<file path="src/rtl/axi_rd_pkg.sv">
// Shared types for the AXI read-port arbiter: burst encodings, FSM states
// and the latched AR request.
package axi_rd_pkg;

  // Width of the address carried in ar_req_t; the arbiter's ADDR_WIDTH defaults to it.
  localparam int AR_ADDR_W = 32;

  typedef enum logic [1:0] {
    BURST_FIXED = 2'd0,
    BURST_INCR  = 2'd1,
    BURST_WRAP  = 2'd2
  } burst_e;

  typedef enum logic [1:0] {
    ST_IDLE = 2'd0,
    ST_AR   = 2'd1,
    ST_R    = 2'd2
  } state_e;

  typedef struct packed {
    logic [AR_ADDR_W-1:0] addr;
    logic [3:0]           len;
    burst_e               burst;
  } ar_req_t;

endpackage

</file>
<file path="src/rtl/rr_arb2.sv">
// Two-way round-robin picker: a lone requester wins outright; on a tie the
// port that did not win last time is chosen.
module rr_arb2 (
  input  logic [1:0] req,
  input  logic       last_grant,
  output logic [1:0] gnt
);

  // One-hot grant selection
  always_comb begin
    gnt = 2'b00;
    if (req[0] && (!req[1] || last_grant)) begin
      gnt = 2'b01;
    end else if (req[1]) begin
      gnt = 2'b10;
    end else begin
      gnt = 2'b00;
    end
  end

endmodule

</file>
<file path="src/rtl/axi_rd_arbiter.sv">
// Shares one AXI read master between the I-cache (port 0) and D-cache (port 1)
// refill engines: one burst in flight, round-robin grant, beat-count checking.
module axi_rd_arbiter
  import axi_rd_pkg::*;
#(
  parameter int ADDR_WIDTH = AR_ADDR_W,
  parameter int DATA_WIDTH = 64,
  parameter int ID_WIDTH   = 4
) (
  input  logic                  clk,
  input  logic                  rst_n,
  input  logic [1:0]            s_arvalid,
  input  logic [ADDR_WIDTH-1:0] s_araddr0,
  input  logic [ADDR_WIDTH-1:0] s_araddr1,
  input  logic [3:0]            s_arlen0,
  input  logic [3:0]            s_arlen1,
  input  logic [1:0]            s_arburst0,
  input  logic [1:0]            s_arburst1,
  output logic [1:0]            s_arready,
  output logic [1:0]            s_rvalid,
  output logic [DATA_WIDTH-1:0] s_rdata,
  output logic                  s_rlast,
  input  logic [1:0]            s_rready,
  output logic                  m_arvalid,
  output logic [ADDR_WIDTH-1:0] m_araddr,
  output logic [3:0]            m_arlen,
  output logic [1:0]            m_arburst,
  output logic [ID_WIDTH-1:0]   m_arid,
  input  logic                  m_arready,
  input  logic                  m_rvalid,
  input  logic [DATA_WIDTH-1:0] m_rdata,
  input  logic                  m_rlast,
  input  logic [ID_WIDTH-1:0]   m_rid,
  input  logic [1:0]            m_rresp,
  output logic                  m_rready,
  output logic                  busy,
  output logic                  err
);

  state_e              state_q, state_d;
  ar_req_t             req_q, req_d;
  logic [ID_WIDTH-1:0] arid_q, arid_d;
  logic                last_grant_q, last_grant_d;
  logic [4:0]          beat_cnt_q, beat_cnt_d;
  logic                err_q, err_d;

  logic [1:0]          gnt_s;
  logic                gsel_s;
  logic                beat_acc_s;
  logic                beat_bad_s;

  rr_arb2 u_rr_arb2 (
    .req        (s_arvalid),
    .last_grant (last_grant_q),
    .gnt        (gnt_s)
  );

  assign gsel_s = last_grant_q;

  // State register and latched request (synchronous active-low reset)
  always_ff @(posedge clk) begin
    if (!rst_n) begin
      state_q      <= ST_IDLE;
      req_q        <= '0;
      arid_q       <= '0;
      last_grant_q <= 1'b1;
      beat_cnt_q   <= 5'd0;
      err_q        <= 1'b0;
    end else begin
      state_q      <= state_d;
      req_q        <= req_d;
      arid_q       <= arid_d;
      last_grant_q <= last_grant_d;
      beat_cnt_q   <= beat_cnt_d;
      err_q        <= err_d;
    end
  end

  // Beat protocol check: length/last agreement, ID echo and response status
  always_comb begin
    beat_bad_s = 1'b0;
    if (m_rlast && (beat_cnt_q != {1'b0, req_q.len})) begin
      beat_bad_s = 1'b1;
    end else if (!m_rlast && (beat_cnt_q == {1'b0, req_q.len})) begin
      beat_bad_s = 1'b1;
    end else if (m_rid != arid_q) begin
      beat_bad_s = 1'b1;
    end else if (m_rresp != 2'd0) begin
      beat_bad_s = 1'b1;
    end else begin
      beat_bad_s = 1'b0;
    end
  end

  // Next-state logic and handshake outputs
  always_comb begin
    state_d      = state_q;
    req_d        = req_q;
    arid_d       = arid_q;
    last_grant_d = last_grant_q;
    beat_cnt_d   = beat_cnt_q;
    err_d        = err_q;
    s_arready    = 2'b00;
    s_rvalid     = 2'b00;
    m_rready     = 1'b0;
    m_arvalid    = 1'b0;
    beat_acc_s   = 1'b0;

    case (state_q)
      ST_IDLE: begin
        if (gnt_s != 2'b00) begin
          s_arready    = gnt_s;
          last_grant_d = gnt_s[1];
          beat_cnt_d   = 5'd0;
          arid_d       = '0;
          arid_d[0]    = gnt_s[1];
          state_d      = ST_AR;
          if (gnt_s[1]) begin
            req_d.addr  = AR_ADDR_W'(s_araddr1);
            req_d.len   = s_arlen1;
            req_d.burst = burst_e'(s_arburst1);
          end else begin
            req_d.addr  = AR_ADDR_W'(s_araddr0);
            req_d.len   = s_arlen0;
            req_d.burst = burst_e'(s_arburst0);
          end
        end else begin
          state_d = ST_IDLE;
        end
        // Any R beat outside a granted burst is a slave protocol violation
        if (m_rvalid) begin
          err_d = 1'b1;
        end else begin
          err_d = err_q;
        end
      end
      ST_AR: begin
        m_arvalid = 1'b1;
        if (m_arready) begin
          state_d = ST_R;
        end else begin
          state_d = ST_AR;
        end
        if (m_rvalid) begin
          err_d = 1'b1;
        end else begin
          err_d = err_q;
        end
      end
      ST_R: begin
        s_rvalid[gsel_s] = m_rvalid;
        m_rready         = s_rready[gsel_s];
        beat_acc_s       = m_rvalid && s_rready[gsel_s];
        if (beat_acc_s) begin
          beat_cnt_d = beat_cnt_q + 5'd1;
          if (beat_bad_s) begin
            err_d = 1'b1;
          end else begin
            err_d = err_q;
          end
          // Only m_rlast ends the burst, even when the count disagrees
          if (m_rlast) begin
            state_d = ST_IDLE;
          end else begin
            state_d = ST_R;
          end
        end else begin
          state_d = ST_R;
        end
      end
      default: begin
        state_d = ST_IDLE;
      end
    endcase

    // Keep requesters from seeing a handshake while reset is applied
    if (!rst_n) begin
      s_arready = 2'b00;
      s_rvalid  = 2'b00;
      m_rready  = 1'b0;
      m_arvalid = 1'b0;
    end else begin
      m_arvalid = m_arvalid;
    end
  end

  assign s_rdata   = (state_q == ST_R) ? m_rdata : '0;
  assign s_rlast   = (state_q == ST_R) ? m_rlast : 1'b0;
  assign m_araddr  = ADDR_WIDTH'(req_q.addr);
  assign m_arlen   = req_q.len;
  assign m_arburst = req_q.burst;
  assign m_arid    = arid_q;
  assign busy      = (state_q != ST_IDLE);
  assign err       = err_q;

endmodule

</file>
<file path="config.mk">
export PLATFORM = sky130hd
export DESIGN_NAME = axi_rd_arbiter
export DESIGN_NICKNAME = d
export VERILOG_FILES = /design/src/rtl/axi_rd_pkg.sv /design/src/rtl/rr_arb2.sv /design/src/rtl/axi_rd_arbiter.sv
export SDC_FILE = /design/constraint.sdc
export NUM_CORES = 1
export LEC_CHECK = 0
export ABC_CLOCK_PERIOD_IN_PS = 1900
export BUFFER_PORTS_ARGS = -buffer_cell sky130_fd_sc_hd__buf_2
export CAP_MARGIN = 20
export CORE_AREA = 2 2 104 106
export CTS_BUF_LIST = sky130_fd_sc_hd__clkbuf_8
export DETAILED_ROUTE_END_ITERATION = 7
export DIE_AREA = 0 0 106 108
export GPL_ROUTABILITY_DRIVEN = 1
export MAX_ROUTING_LAYER = met4
export PLACE_DENSITY = 0.71
export SLEW_MARGIN = 5
export SYNTH_ARGS = -nofsm -noshare
export SYNTH_HDL_FRONTEND = slang
export SYNTH_SLANG_ARGS = --single-unit
</file>
<file path="constraint.sdc">
create_clock -name clk -period 1.9 [get_ports clk]
set_input_delay 0.38 -clock clk [delete_from_list [all_inputs] [get_ports clk]]
set_output_delay 0.38 -clock clk [all_outputs]
set_load 0.05 [all_outputs]
</file>
Word level (Yosys, flattened, before mapping)
Cells that the tools add are included.

word-level totals
  bits in latches = 0
  memories = 0
  word-level logic and storage cells = 73
  memory bits (read-only) = 0
  RAM bits = 0
  output and inout port bits = 115
  bits in registers = 48

cells by class
  div/mod/pow operators = 0
  magnitude comparators = 2
  reductions and logical operators = 18
  shift operators = 0
  bitwise gates (word level) = 1
  equality and inequality tests = 9
  add/subtract/negate cells = 1
  multiply operators = 0
  muxes and demuxes = 34

operators by type and width
  operator                                                    count
  two-way mux 64 bit                                          1
  two-way mux 38 bit                                          1
  two-way mux 2 bit                                           10
  two-way mux 1 bit                                           16
  two-way mux 5 bit                                           2
  one-hot mux 5 bit (2 select lines)                          1
  nonzero test 2 bit                                          5
  inequality test 2 bit, second input constant                3
  one-hot mux 2 bit (3 select lines)                          1
  adder 5 x 1 -> 5 bit, second input constant                 1
  == test 5 x 4 -> 1 bit                                      1
  logical AND 1 bit                                           5
  inequality test 5 x 4 -> 1 bit                              1
  inequality test 4 x 1 -> 1 bit                              1
  AND reduction 4 bit                                         1
  AND reduction 3 bit                                         1
  AND 2 bit                                                   1
  == test 2 x 1 -> 1 bit, second input constant               1
  == test 2 bit, second input constant                        1
  logical NOT 1 bit                                           2
  logical NOT 2 bit                                           1
  less-than comparator 1 x 2 -> 1 bit, second input constant  1
  inequality test 2 x 1 -> 1 bit, second input constant       1
  one-hot mux 1 bit (2 select lines)                          1
  other kinds (5)                                             5

Depth between registers and ports, before layout
  word-level depth = 8
  mapped depth = 6
  mapped depth without buffers = 6

Cells and area by module
A second synthesis with hierarchy kept.

second synthesis, totals
  cell total of the unflattened synthesis = 326
  area, all modules = 2748.9 µm²

by module, submodules not included
  module          seq. area each (µm²)  times used  cells an instance  area each (µm²)
  axi_rd_arbiter  960.9                 1           323                2730.1
  rr_arb2         0.0                   1           3                  18.8

Worst setup path before layout
OpenSTA, ideal clock, no wires.

  path kind = input to output
  start point = in rst_n
  end point = out s_rvalid[0]
  buffers on the path = 2
  stages = 4
  data arrival time = 1562 ps
  path slack = -42 ps
  path through = clkbuf_1 > clkbuf_1 > nand3_1 > nor2_1

on the way
  cells in the longest elaborated chain, start to end = 1

ends and longest elaborated chain
  what                line                   source
  start: declaration  axi_rd_arbiter.sv:11   input logic rst_n,
  two-way mux 2 bit   axi_rd_arbiter.sv:177  if (!rst_n) begin
  end: declaration    axi_rd_arbiter.sv:20   output logic [1:0] s_rvalid,

Every way passes these cells.

Worst setup path in the final report
  start point = reg state_q[0]
  end point = out s_rdata[60]

on the way
  cells in the longest elaborated chain, start to end = 2

ends and longest elaborated chain
  what                      line                   source
  start: declaration        axi_rd_arbiter.sv:40   state_e state_q, state_d;
  start signal: assignment  axi_rd_arbiter.sv:70   state_q <= state_d;
  == test 2 bit             axi_rd_arbiter.sv:187  assign s_rdata = (state_q == ST_R) ? m_rdata : '0;
  two-way mux 64 bit        axi_rd_arbiter.sv:187
  end: declaration          axi_rd_arbiter.sv:21   output logic [DATA_WIDTH-1:0] s_rdata,

Every way passes these cells.

==> results.yml <==
placed_design:
  hpwl_um: 9390
  place.gp.congestion: 0.897
  dpl_worst_slack_ps: 213
  portBuffers: 266
  placement.cell_area_mm2: 0.00455
routing:
  drc: 0
  detailedRoute.firstIterationViolations: 149
  antenna_violating_nets_post_route: 0
  detail_route.wl_per_cell_um: 17.7
  finalWirelength_um: 12700
  firstDrtPassIters: 4
  post_drt_via_cell_ratio: 4.76
  detailroute.via_count: 3425
worst_hold_path:
  min_path_type: "input port to flop"
layout:
  sequential_cell_area_um2: 962
  total_nets_final: 738
  postLayoutCellArea_mm2: 0.00533
  nFillCells: 937
  area_taken_by_multi_input_logic_gates_mm2: 0.00183
  final_layout_size_suffix_gt1_share_pct: 57.3
  fin_util_pct: 52.1
  area_delta_synth_final_pct: 87.1
logic_synthesis:
  synth_edf_count: 0
  post-synth-top-count-cell: "and2_1"
  ys_ff_latch: 48
  synthesis.area_per_instance_um2: 8.88
  yosysSeqAreaShare_pct: 33.7
  yosys_most_used_dff: "dfxtp_1"
  post_synth_instance_area_mm2: 0.00285
  synth_top_area_share_pct: 33.7
  synthesis.instances: 321
  yosys_warnings: 0
  yosysUniqueCellTypes: 38
  async_flop_share_pct: 0
  leading_post_synthesis_cells_by_cell_area: "dfxtp_1 (34%), and2_1 (14%), mux2i_1 (14%)"
  yosys-top-cells-count: "and2_1 (64), dfxtp_1 (48), nand2_1 (44)"
  yosysTopAreaCell: "dfxtp_1"
power_and_ir_drop:
  static_leakage_power_nw: 2.96
  cellPowerDensity_mw_per_mm2: 693
  irDropWorstVdd_uv: 527
global_route:
  grt_start_max_net_pins: 46
  groute.usage.overall_pct: 19.8
  antenna_violations_before_repair: 1
  grt_pass1_vias: 3333
  overflow: 0
  grt_first_pass_wirelength_um: 17100
clock_network:
  clk-insertion-delay-late_ps: 300
  clock_tree_from_tritoncts: "built"
  clockBufferDepth: 2
  cts_max_level: 2
  postCtsHoldBufs: 0
  tritoncts.num_buffers: 5
  register_clock_pin_slew_on_the_reported_worst_setup_and_hold_paths_ps: 100
  cts.root.buffer_cell: "clkbuf_8"
  cts_sinks: 48
sta:
  final_period_minus_worst_setup_slack_ps: 1910
  hold_viol: 0
  tns_ps: -20.7
  timing.final.crit_share_pct: 101
  final_critical_path_setup_slack_ps: -9.57
  final_max_slew_viol_count: 0
  fmax_ghz: 0.524
  worst_clock_skew_ps: 3.44
  finalSetupViolations: 3
  grt_setup_unrepaired: "true"
critical_path:
  critical_path.slowest_cell: "dfxtp_2"
  cp_data_required_time_ps: 1520
  critPathCaptureType: "primary output"
  cp_num_buf_inv: 3
  critical-path-max-stage-delay_ps: 330
  start_to_end_type_of_the_worst_setup_path: "flop to primary output"
  cp_cell_instances: "and2b_4, buf_12, buf_12, and2_4, buf_8"
  worst-r2r-setup-slack_ps: 250
  critPathMaxFanout: 9
  setup.worst_path.start_class: "flop"
  path_common_cell: "buf_12"
  worstPathArrival_ps: 1530
  path_delay_family: "simple AND/OR/NAND/NOR gates"
flow_run:
  max-cap-violations: 0
floorplan:
  design.core.area_mm2: 0.0102
  design.portCount: 270
  floorplan.initialDensity_pct: 27.9
  die_area_mm2: 0.0114
  die_w_um: 106
  die-height_um: 108
  placementRows: 37
outcome:
  violations: "setup timing"
  run_status: "complete, but fails checks"
## metrics by stage
| stage | hold slack, ps | total power [mW] | std cells |
|---|---|---|---|
| floorplan | 481 | 2.21 | 323 |
| global placement | 475 | 2.66 | 705 |
| detailed placement | 481 | 2.68 | 705 |
| CTS | 340 | 3.65 | 714 |
| global route | 364 | 3.87 | 720 |
| finish | 351 | 3.70 | 720 |
## power breakdown
group	switching [mW]	internal (mW)	leakage [nW]	total, mW
clock network	0.374	0.530	0.0688	0.904
registers	0.0689	1.12	0.398	1.19
logic	1.01	0.591	2.49	1.60
total	1.46	2.24	2.96	3.70
## worst min-delay path: stages
cell and delay [ps]:
buf_2 80, nor4_1 50, a31oi_1 110
## layer usage
layer  wire (um)  vias to the layer above  part of all wire [%]  GRT usage [%]
li1            -                     1612                     -              -
met1        4580                     1578                    36           20.3
met2        6640                      197                    52           34.8
met3         917                       38                   7.2           4.40
met4         590                        0                   4.6           11.7
met5           0                        -                     0              -
## sequential cells by signal (all words and copies together) (netlist names)
signal      count
beat_cnt_q      5
err             1
gsel_s          1
m_araddr       32
m_arburst       2
m_arid          1
m_arlen         4
state_q         2
## what timing repair did
action | in CTS | in global routing
endpoints found under the hold margin | 0 | 0
cloned | 1 | 2
pin swaps | 0 | 18
gates resized for setup | 70 | 106
setup buffers | 0 | 3
endpoints found under the setup margin | 62 | 63
## logic make-up after synthesis
family,synth area share (%)
fa+ha+maj,0.439
xor+xnor,2.77
compound gates,17.3
mux,14.0
buf+inv,6.41
simple gates,25.2
other cells,0.132
flops,33.7
## final timing paths
kind | from | end | cells after the start
setup reg to reg | state_q[0] | beat_cnt_q[3] | 6
setup / recovery | state_q[0] | s_rdata[60] | 5
hold / removal | m_rid[3] | err | 3
hold reg to reg | m_araddr[28] | m_araddr[28] | 1
## cell type report
cell class                 instances  share of cell area, %
antenna                            1                 0.0469
clock buffer                       5                   1.29
clock inverter                     3                   1.29
inverter                           6                  0.422
multi-input combinational        240                   34.3
sequential                        48                   18.0
tap                              136                   3.19
timing repair buffer             281                   41.4
## cells in the final DEF, fill, tap and decap left out, drive strengths merged, types with 2 or more instances in the layout
cell type    n
buf        280
o21ai        2
mux2i       40
conb         3
nand2       44
o211a       38
clkbuf       6
inv          7
nor2b        3
xor2         5
xnor2        4
nand3        2
bufinv       2
dfxtp       48
nor2        12
nor4         2
nand4        2
and2        64
a31oi        2
(Power assumes the default switching activity.)
